File: src/rtl/kamikaze_mem_arb.sv
// kamikaze_mem_arb
//   Round-robin arbiter sharing one single-port synchronous 32-bit word memory
//   between the instruction-fetch port (I) and the data load/store port (D).
//   At most one access is issued per cycle. The granted port sees a registered
//   acknowledge one cycle later, together with read data muxed straight from
//   the memory. Word indices at or beyond MEM_WORDS are answered with an error
//   acknowledge and never reach the array.
//
// Ports
//   clk_i, rst_i            clock, asynchronous active-low reset
//   i_req_i, i_addr_i       instruction read request and byte address
//   i_ack_o, i_rdata_o,     completion pulse, fetched word, out-of-range flag
//   i_err_o
//   d_req_i, d_addr_i,      data request, byte address, byte write strobes
//   d_we_i, d_wdata_i       (0 = read), write data
//   d_ack_o, d_rdata_o,     completion pulse, read word, out-of-range flag
//   d_err_o
//   mem_en_o, mem_we_o,     memory enable, byte write enables, word address,
//   mem_addr_o, mem_wdata_o write data
//   mem_rdata_i             memory read data, one cycle after a read enable
module kamikaze_mem_arb #(
  parameter int unsigned MEM_WORDS = 4096,
  parameter int unsigned AW        = 12
) (
  input  logic          clk_i,
  input  logic          rst_i,
  input  logic          i_req_i,
  input  logic [31:0]   i_addr_i,
  output logic          i_ack_o,
  output logic [31:0]   i_rdata_o,
  output logic          i_err_o,
  input  logic          d_req_i,
  input  logic [31:0]   d_addr_i,
  input  logic [3:0]    d_we_i,
  input  logic [31:0]   d_wdata_i,
  output logic          d_ack_o,
  output logic [31:0]   d_rdata_o,
  output logic          d_err_o,
  output logic          mem_en_o,
  output logic [3:0]    mem_we_o,
  output logic [AW-1:0] mem_addr_o,
  output logic [31:0]   mem_wdata_o,
  input  logic [31:0]   mem_rdata_i
);

  typedef enum logic {
    PORT_I = 1'b0,
    PORT_D = 1'b1
  } port_e;

  localparam logic [29:0] LIMIT = 30'(MEM_WORDS);

  port_e       last_q, last_d;
  logic        i_ack_q, i_ack_d;
  logic        i_err_q, i_err_d;
  logic        d_ack_q, d_ack_d;
  logic        d_err_q, d_err_d;
  logic        d_rd_q,  d_rd_d;

  logic [29:0] i_idx, d_idx;
  logic        i_ok, d_ok;
  logic        i_elig, d_elig;
  logic        gnt_i, gnt_d;

  // Byte-lane bits are ignored by design.
  logic        unused_ok;
  assign unused_ok = ^{i_addr_i[1:0], d_addr_i[1:0]};

  assign i_idx = i_addr_i[31:2];
  assign d_idx = d_addr_i[31:2];
  assign i_ok  = (i_idx < LIMIT);
  assign d_ok  = (d_idx < LIMIT);

  // A port in its ack cycle is masked so its still-held request is not
  // granted twice. Grants are also held off while reset is asserted so a
  // request held across reset cannot touch the memory.
  assign i_elig = rst_i & i_req_i & ~i_ack_q;
  assign d_elig = rst_i & d_req_i & ~d_ack_q;

  // On contention the port that was not granted last wins.
  assign gnt_i = i_elig & (~d_elig | (last_q == PORT_D));
  assign gnt_d = d_elig & ~gnt_i;

  always_comb begin
    last_d      = last_q;
    i_ack_d     = 1'b0;
    i_err_d     = 1'b0;
    d_ack_d     = 1'b0;
    d_err_d     = 1'b0;
    d_rd_d      = 1'b0;
    mem_en_o    = 1'b0;
    mem_we_o    = '0;
    mem_addr_o  = '0;
    mem_wdata_o = '0;
    if (gnt_i) begin
      last_d  = PORT_I;
      i_ack_d = 1'b1;
      i_err_d = ~i_ok;
      if (i_ok) begin
        mem_en_o   = 1'b1;
        mem_addr_o = i_idx[AW-1:0];
      end
    end else if (gnt_d) begin
      last_d  = PORT_D;
      d_ack_d = 1'b1;
      d_err_d = ~d_ok;
      d_rd_d  = (d_we_i == '0);
      if (d_ok) begin
        mem_en_o    = 1'b1;
        mem_we_o    = d_we_i;
        mem_addr_o  = d_idx[AW-1:0];
        mem_wdata_o = d_wdata_i;
      end
    end
  end

  always_ff @(posedge clk_i or negedge rst_i) begin
    if (!rst_i) begin
      last_q  <= PORT_D;
      i_ack_q <= 1'b0;
      i_err_q <= 1'b0;
      d_ack_q <= 1'b0;
      d_err_q <= 1'b0;
      d_rd_q  <= 1'b0;
    end else begin
      last_q  <= last_d;
      i_ack_q <= i_ack_d;
      i_err_q <= i_err_d;
      d_ack_q <= d_ack_d;
      d_err_q <= d_err_d;
      d_rd_q  <= d_rd_d;
    end
  end

  assign i_ack_o   = i_ack_q;
  assign i_err_o   = i_err_q;
  assign d_ack_o   = d_ack_q;
  assign d_err_o   = d_err_q;
  assign i_rdata_o = (i_ack_q && !i_err_q) ? mem_rdata_i : '0;
  assign d_rdata_o = (d_ack_q && !d_err_q && d_rd_q) ? mem_rdata_i : '0;

endmodule

File: config.mk
export PLATFORM = sky130hd
export DESIGN_NAME = kamikaze_mem_arb
export DESIGN_NICKNAME = d
export VERILOG_FILES = /design/src/rtl/kamikaze_mem_arb.sv
export SDC_FILE = /design/constraint.sdc
export NUM_CORES = 1
export LEC_CHECK = 0
export ABC_CLOCK_PERIOD_IN_PS = 1600
export CORE_AREA = 4 4 97 99
export CTS_CLUSTER_DIAMETER = 200
export DETAILED_ROUTE_END_ITERATION = 6
export DIE_AREA = 0 0 101 103
export MAX_ROUTING_LAYER = met4
export PLACE_DENSITY = 0.73
export REMOVE_ABC_BUFFERS = 1
export SLEW_MARGIN = 30
export SYNTH_ARGS = -nofsm -noshare
export SYNTH_HDL_FRONTEND = slang
export SYNTH_SLANG_ARGS = --single-unit
File: constraint.sdc
create_clock -name clk_i -period 1.6 [get_ports clk_i]
set_input_delay 0.32 -clock clk_i [delete_from_list [all_inputs] [get_ports clk_i]]
set_output_delay 0.32 -clock clk_i [all_outputs]
set_load 0.01 [all_outputs]
==> out/qor.txt, run 1 <==
=================================================================================================
Area occupied by multi-input gates                                                    0.00170 mm2
Fraction of synthesized cell area taken by the top area cell type                           24.3%
Layout cell share with drive strength beyond 1                                              58.7%
Class of the most critical setup path                                                flip-flop to output pin
Proportion of total power due to net switching                                              30.5%
Final Total Pwr                                                                         0.00120 W
Number of enable-type register cells in the synthesized netlist                                 0
Synth async-reset ratio                                                                      100%
Combinational group share of total power                                                    65.1%
Total clock buffers created by CTS                                                              3
Dominant cells by area after synthesis                                               sky130_fd_sc_hd__and2_1 (24%), sky130_fd_sc_hd__nor3_2 (18%), sky130_fd_sc_hd__inv_1 (8.6%)
Number of instances in the synthesized netlist                                                230
Max-Slew Margin vs Limit                                                                    78.0%
Synth-to-Final Area Change                                                                   208%
Power share of the clock group                                                              20.0%
Slew at the pin with the worst max-slew slack                                              328 ps
Top post-synthesis cells by count                                                    sky130_fd_sc_hd__and2_1 (64), sky130_fd_sc_hd__inv_1 (38), sky130_fd_sc_hd__nor3_2 (30)
Fill cell count                                                                               767
Largest fanout on the critical path                                                             7
Starting Density                                                                            19.3%
Setup_tns                                                                               -26410 ps
Floorplan die area                                                                     0.0104 mm2
Total net switching power                                                              0.000366 W
CTS Sinks                                                                                       6
Top Ports                                                                                     253
Classification of the worst-slack hold path                                          primary input to asynchronous set/reset pin
Final net count                                                                               660
Area taken by flip-flops and latches                                                      151 um2
Total power per unit cell area                                                         237 mW/mm2
Cell with the most instances after synthesis                                         sky130_fd_sc_hd__and2_1
HPWL reported at the end of detailed placement                                            7.87 mm
Violated checks                                                                      negative setup slack
Seq pwr share                                                                               14.9%
TritonCTS clock tree                                                                          yes
Non-Filler Instances                                                                          634
Number of search-and-repair iterations in the first detailed-routing pass                       4
Final Max Slew Viols                                                                            0
Global-route total usage across every layer                                                 18.9%
Max frequency                                                                             502 MHz
Synthesized area per cell                                                                7.18 um2
Syn. warnings                                                                                   0
Final Cycle Share                                                                            124%
Number of distinct library cell variants in the gate-level netlist after synthesis             31
GR met1 Demand/Resource                                                                     19.3%
Global-route met2 utilization                                                               34.7%
CP startpoint kind                                                                      flip-flop
Via count of the first global-routing pass                                                   3056
Largest net degree at the start of global routing                                              33
DIE HEIGHT                                                                                 103 um
Final setup slack of the worst path                                                       -392 ps
Number of antenna violations at the first check in global routing                               2
VDD IR-drop max                                                                          0.231 mV
Internal power consumption                                                             0.000836 W
Setup repair after global routing missed its margin                                          true
Cell at the root of the clock tree                                                   sky130_fd_sc_hd__clkbuf_8
Setup crit end kind                                                                    output pin
Seq/Total Area, Yosys                                                                       9.17%
Worst Hold Margin                                                                          260 ps
WP data required                                                                          1280 ps
Final worst clock skew                                                                   0.249 ps
Detail Route Antenna Nets                                                                       0
Placed cell count                                                                             596
Final GP Congestion                                                                         0.818
Post-Syn Area                                                                         0.00165 mm2
Synth area leader                                                                    sky130_fd_sc_hd__and2_1
Die Width                                                                                  101 um
Overall overflow remaining after global route                                                   0
Rows                                                                                           34
Number of DRC violations after detailed routing                                                 0
Area of the placeable core                                                            0.00855 mm2
Arrival time of the worst setup path                                                      1670 ps
I/O Buffers                                                                                   248
Maximum level of the CTS H-tree                                                                 1
Detail-routed net length per standard cell                                                17.4 um
Clock-pin slew on the worst setup and hold paths                                            40 ps
Global-route wire length before repair                                                    15.0 mm
GRT busiest layer                                                                            met2
Number of hold violations in the final report                                                   0
Period minus WS final                                                                     1990 ps
Leakage                                                                                   2.51 nW
Run status                                                                           finished with violations
Routed via count                                                                             2882
Synthesized flop and latch total                                                                6
Primary flip-flop cell chosen by synthesis mapping                                   sky130_fd_sc_hd__dfrtp_1
Max Cap Viol                                                                                    0
Wirelength, routed                                                                        11.0 mm
DRC violation total after the first TritonRoute iteration                                      64
Setup Viol. Count Final                                                                       113
Worst-case clock buffer depth                                                                   2
Vias per cell                                                                                4.55
Met3 usage in global routing                                                                6.02%
Clock network latency to the later pin of the worst-skew pair                              220 ps
=================================================================================================
==> registers in the layout, summed over array words and instances, names as in the netlist <==
name / cells
d_ack_o: 1
d_err_o: 1
d_rd_q: 1
i_ack_o: 1
i_err_o: 1
last_q: 1
==> metrics by stage <==
stage / cell area, um2 / utilization (%) / setup WS, ps
5_1_grt: 5070 / 59.3 / -445
3_5_place_dp: 4440 / 51.9 / -1160
3_3_place_gp: 4440 / 51.9 / -1050
4_1_cts: 4650 / 54.4 / -487
2_1_floorplan: 1530 / - / -1020
6_report: 5070 / 59.4 / -392
==> area by class of cell <==
cell class / instances / area share (%)
repair buffers: 309 / 57.1
clock buffers: 4 / 0.888
multi-input cells: 166 / 33.4
inverters: 38 / 2.81
flip-flops and latches: 6 / 2.98
well taps: 108 / 2.66
diodes: 3 / 0.148
==> placed cells by master (no fill, tap or decap), types with 2 or more instances in the layout <==
cell and instances:
sky130_fd_sc_hd__nand2_2 3, sky130_fd_sc_hd__clkdlybuf4s50_1 94, sky130_fd_sc_hd__o32ai_4 2, sky130_fd_sc_hd__inv_1 38, sky130_fd_sc_hd__nor3_2 19, sky130_fd_sc_hd__buf_12 10
sky130_fd_sc_hd__and2_4 39, sky130_fd_sc_hd__buf_2 86, sky130_fd_sc_hd__dfrtp_1 5, sky130_fd_sc_hd__clkdlybuf4s15_1 4, sky130_fd_sc_hd__dlygate4sd2_1 14, sky130_fd_sc_hd__clkbuf_16 5
sky130_fd_sc_hd__clkbuf_8 3, sky130_fd_sc_hd__nand2_1 11, sky130_fd_sc_hd__nand4_1 15, sky130_fd_sc_hd__buf_4 22, sky130_fd_sc_hd__buf_16 4, sky130_fd_sc_hd__nor4_4 8
sky130_fd_sc_hd__o32ai_2 11, sky130_fd_sc_hd__nor3_4 17, sky130_fd_sc_hd__diode_2 3, sky130_fd_sc_hd__and2_1 25, sky130_fd_sc_hd__buf_6 58, sky130_fd_sc_hd__buf_8 2
sky130_fd_sc_hd__dlymetal6s2s_1 3, sky130_fd_sc_hd__clkbuf_2 6
==> final timing paths <==
kind                               startpoint                  to  slack [ps]  depth (start not counted)
max reg2reg                 d_ack_o$_DFF_PN0_   i_err_o$_DFF_PN0_          50                          6
max in group asynchronous               rst_i  last_q$_DFFE_PN1P_        1140                          3
max                        last_q$_DFFE_PN1P_       mem_addr_o[5]        -390                          5
min reg2reg                last_q$_DFFE_PN1P_  last_q$_DFFE_PN1P_         540                          1
min in group clk_i               d_addr_i[25]   d_err_o$_DFF_PN0_         540                          4
min                                     rst_i   i_ack_o$_DFF_PN0_         260                          3
==> worst max-delay path, stage by stage, from the launching register on <==
cell and delay (ps):
sky130_fd_sc_hd__dfstp_2 530, sky130_fd_sc_hd__or3b_4 130, sky130_fd_sc_hd__nand4b_4 120, sky130_fd_sc_hd__clkbuf_16 190, sky130_fd_sc_hd__o32ai_2 280, sky130_fd_sc_hd__buf_2 190
==> power by group through the flow <==
| stage | registers (W) | logic, W | clock network, W |
|---|---|---|---|
| finish | 0.000179 | 0.000783 | 0.000241 |
| global route | 0.000181 | 0.000826 | 0.000260 |
| CTS | 0.000178 | 0.000654 | 0.000250 |
| detailed placement | 0.000179 | 0.000648 | 0 |
| global placement | 0.000178 | 0.000641 | 0 |
| floorplan | 0.000181 | 0.000137 | 0 |
==> what timing repair did <==
item	in CTS	in global routing
pin swaps	37	53
resized for setup	595	134
hold buffers	0	0
endpoints found under the hold margin	0	0
setup endpoints to repair	113	118
cloned	11	5
setup buffers	15	7
==> cell families after synthesis <==
kind of cell / after synthesis / synth area share, %
AO/OA/AOI/OAI: 16 / 8.80
buffers and inverters: 58 / 15.8
flip-flops: 6 / 9.17
AND/OR/NAND/NOR: 150 / 66.2
==> layer usage <==
metal  vias to the layer above  part of all wire, %
met2                       208                   53
met5                         -                    0
met4                         0                  2.2
met3                        22                   11
met1                      1286                   33
li1                       1366                    -
(Power assumes the default switching activity.)
==> run 2, diff against run 1 <==
--- a/config.mk
+++ b/config.mk
@@ -7,7 +7,7 @@
 export LEC_CHECK = 0
 export ABC_CLOCK_PERIOD_IN_PS = 1600
 export CORE_AREA = 4 4 97 99
-export CTS_CLUSTER_DIAMETER = 200
+export CTS_CLUSTER_DIAMETER = 60
 export DETAILED_ROUTE_END_ITERATION = 6
 export DIE_AREA = 0 0 101 103
 export MAX_ROUTING_LAYER = met4
==> results of run 2 <==
The final DEF is identical to that of run 1; final timing and power are the same.
==> run 3, diff against run 2 <==
==> constraint.sdc (replaced) <==
create_clock -name clk_i -period 1.6 [get_ports clk_i]
set_input_delay 0.32 -clock clk_i [delete_from_list [all_inputs] [get_ports clk_i]]
set_output_delay 0.32 -clock clk_i [all_outputs]
set_load 0.02 [all_outputs]
==> run 3 against run 2 <==
Net effect:
- the flow still finishes with violations (negative setup slack)
- global-route usage rose by 0.47 points
- via count grew 5.0%
- setup slack got worse by 38 ps
- non-clock buffer count increased by 16
- cell count grew 2.2%
- critical path type unchanged
==> out/qor.txt, run 3 (same netlist as run 1, synthesis figures left out) <==
========================================================================================
Run status                                                                  finished with violations
Violated checks                                                             negative setup slack
Total cell area at the placement stage                                       0.00443 mm2   about the same
Overall overflow remaining after global route                                          0   unchanged
Seq pwr share                                                                      14.2%   -0.7 points
Max-Slew Margin vs Limit                                                           75.3%   -2.7 points
Clock-pin slew on the worst setup and hold paths                                   40 ps   about the same
Setup_tns                                                                      -31820 ps   -5410 ps
DIE HEIGHT                                                                        103 um   unchanged
Max Cap Viol                                                                           0   unchanged
DRC violation total after the first TritonRoute iteration                            126   +97%
Detail Route Antenna Nets                                                              0   unchanged
Most frequent standard cell in the layout excluding fill and tap cells      sky130_fd_sc_hd__buf_6
CP startpoint kind                                                             flip-flop
Die Width                                                                         101 um   unchanged
Finished Cell Area                                                           0.00579 mm2   +14%
Clock network latency to the later pin of the worst-skew pair                     230 ps   about the same
Final worst clock skew                                                          0.917 ps   +0.668 ps
Area of the placeable core                                                   0.00855 mm2   unchanged
Setup Viol. Count Final                                                              113   unchanged
Number of DRC violations after detailed routing                                        0   unchanged
Floorplan die area                                                            0.0104 mm2   unchanged
HPWL reported at the end of detailed placement                                   8.05 mm   +2.2%
Total power per unit cell area                                                218 mW/mm2   -8.1%
Max frequency                                                                    493 MHz   -1.9%
Top Ports                                                                            253   unchanged
Synth-to-Final Area Change                                                          251%
Cell at the root of the clock tree                                          sky130_fd_sc_hd__clkbuf_8
Total clock buffers created by CTS                                                     3   unchanged
Leading cell types in the layout, fill and taps excluded                    sky130_fd_sc_hd__buf_6 (115), sky130_fd_sc_hd__clkdlybuf4s50_1 (93), sky130_fd_sc_hd__and2_4 (61), sky130_fd_sc_hd__buf_4 (55), sky130_fd_sc_hd__inv_1 (38)
Number of antenna violations at the first check in global routing                      1   -1
Setup repair after global routing missed its margin                                 true
Worst Hold Margin                                                                 245 ps   -15.0 ps
Period minus WS final                                                            2030 ps   +37.7 ps
Internal power consumption                                                    0.000839 W   +0.36%
Setup crit end kind                                                           output pin
Hold buffer count at cts                                                               0   unchanged
WP data required                                                                 1280 ps   about the same
Final Cycle Share                                                                   127%   +2.4 points
Class of the most critical setup path                                       flip-flop to output pin
Via count of the first global-routing pass                                          3092   +1.2%
Proportion of total power due to net switching                                     33.4%   +3.0 points
Largest net degree at the start of global routing                                     33   unchanged
Number of search-and-repair iterations in the first detailed-routing pass              4   unchanged
Classification of the worst-slack hold path                                 primary input to asynchronous set/reset pin
Combinational group share of total power                                           66.4%   +1.3 points
Layout cell share with drive strength beyond 1                                     64.9%   +6.2 points
Final Max Slew Viols                                                                   0   unchanged
Routed via count                                                                    3026   +5.0%
Arrival time of the worst setup path                                             1710 ps   +40 ps
Vias per cell                                                                       4.67   +2.7%
Starting Density                                                                   19.3%   unchanged
Final setup slack of the worst path                                              -429 ps   -37.7 ps
Final net count                                                                      676   +2.4%
Final Total Pwr                                                                0.00126 W   +4.8%
Maximum level of the CTS H-tree                                                        1   unchanged
Global-route total usage across every layer                                        19.3%   +0.47 points
Wirelength, routed                                                               11.9 mm   +8.0%
Worst path most repeated cell                                               sky130_fd_sc_hd__buf_4
Largest fanout on the critical path                                                    8   +1
Fill cell count                                                                      660   -14%
CP peak stage delay                                                               400 ps   -130 ps
Detail-routed net length per standard cell                                       18.4 um   +5.6%
Cells along the critical path                                               buf_4, or3b_4, nand4b_4, buf_12, o32ai_2, buf_4
TritonCTS clock tree                                                                 yes
Final GP Congestion                                                                0.818   unchanged
Power share of the clock group                                                     19.4%   -0.6 points
Number of buffer and inverter instances along the worst setup path                     3   +1
Rows                                                                                  34   unchanged
Leakage                                                                          2.71 nW   +8.1%
CTS Sinks                                                                              6   unchanged
CP delay by family, top                                                     simple AND/OR/NAND/NOR gates
VDD IR-drop max                                                                 0.153 mV   -34%
Max stage delay cell, worst path                                            sky130_fd_sc_hd__or3b_4
I/O Buffers                                                                          248   unchanged
Total net switching power                                                     0.000421 W   +15%
Slew at the pin with the worst max-slew slack                                     368 ps   +39.6 ps
Global-route wire length before repair                                           15.3 mm   +2.0%
Number of hold violations in the final report                                          0   unchanged
Worst-case clock buffer depth                                                          2   unchanged
========================================================================================
run 3: changes by cell type in the layout (fill, tap and decap cells not counted), sizes merged:
cell	delta
buf	+20
clkdlybuf4s15	+3
dlymetal6s2s	-3
clkbuf	-2
diode	-2
clkdlybuf4s50	-1
dlygate4sd2	-1
run 3: what timing repair did:
item / in CTS / in global routing
gates resized for setup: 747 / 214
setup endpoints to repair: 116 / 115
pin swaps: 36 / 52
buffers inserted: 25 / 13
cloned: 12 / 4
run 3: metal layers:
layer	share of wire, %	up-vias	track usage [%]
met5	0	-	-
met4	3.0	0	5.93
met3	10	32	5.95
met2	53	204	34.8
met1	34	1383	20.3
li1	-	1407	-
run 3: worst paths after layout:
check / slack (ps) / to / start / cells after the start
setup / recovery: -430 / mem_addr_o[9] / d_ack_o$_DFF_PN0_ / 6
hold / removal: 240 / i_err_o$_DFF_PN0_ / rst_i / 3
setup reg to reg: 20 / last_q$_DFFE_PN1P_ / d_ack_o$_DFF_PN0_ / 7
hold reg to reg: 540 / last_q$_DFFE_PN1P_ / last_q$_DFFE_PN1P_ / 1
max in group asynchronous: 1160 / last_q$_DFFE_PN1P_ / rst_i / 3
min in group clk_i: 540 / last_q$_DFFE_PN1P_ / last_q$_DFFE_PN1P_ / 1
run 3: worst min-delay path, stage by stage:
cell                            delay, ps
sky130_fd_sc_hd__dlygate4sd2_1        210
sky130_fd_sc_hd__buf_4                120
sky130_fd_sc_hd__buf_4                150
run 3: power groups by stage:
stage                     clock, W  combinational [W]  sequential, W
after floorplan                  0           0.000166       0.000186
after global placement           0           0.000674       0.000178
after detailed placement         0           0.000684       0.000179
after CTS                 0.000252           0.000693       0.000179
after global routing      0.000262           0.000881       0.000180
final                     0.000245           0.000837       0.000179
run 3: final cells by class:
type	instances	area, um2	area share (%)
tap	108	135	2.33
multi-input combinational	166	1860	32.1
clock buffer	4	45.0	0.778
antenna	1	2.50	0.0432
timing repair buffer	325	3450	59.6
inverter	38	143	2.46
sequential	6	151	2.61
run 3: metrics by stage:
| stage | utilization (%) | setup slack, ps | cells |
|---|---|---|---|
| final | 67.7 | -429 | 648 |
| after global routing | 67.7 | -496 | 648 |
| after CTS | 58.4 | -523 | 637 |
| after detailed placement | 51.9 | -1210 | 596 |
| after global placement | 51.9 | -1120 | 596 |
| after floorplan | - | -1300 | 210 |
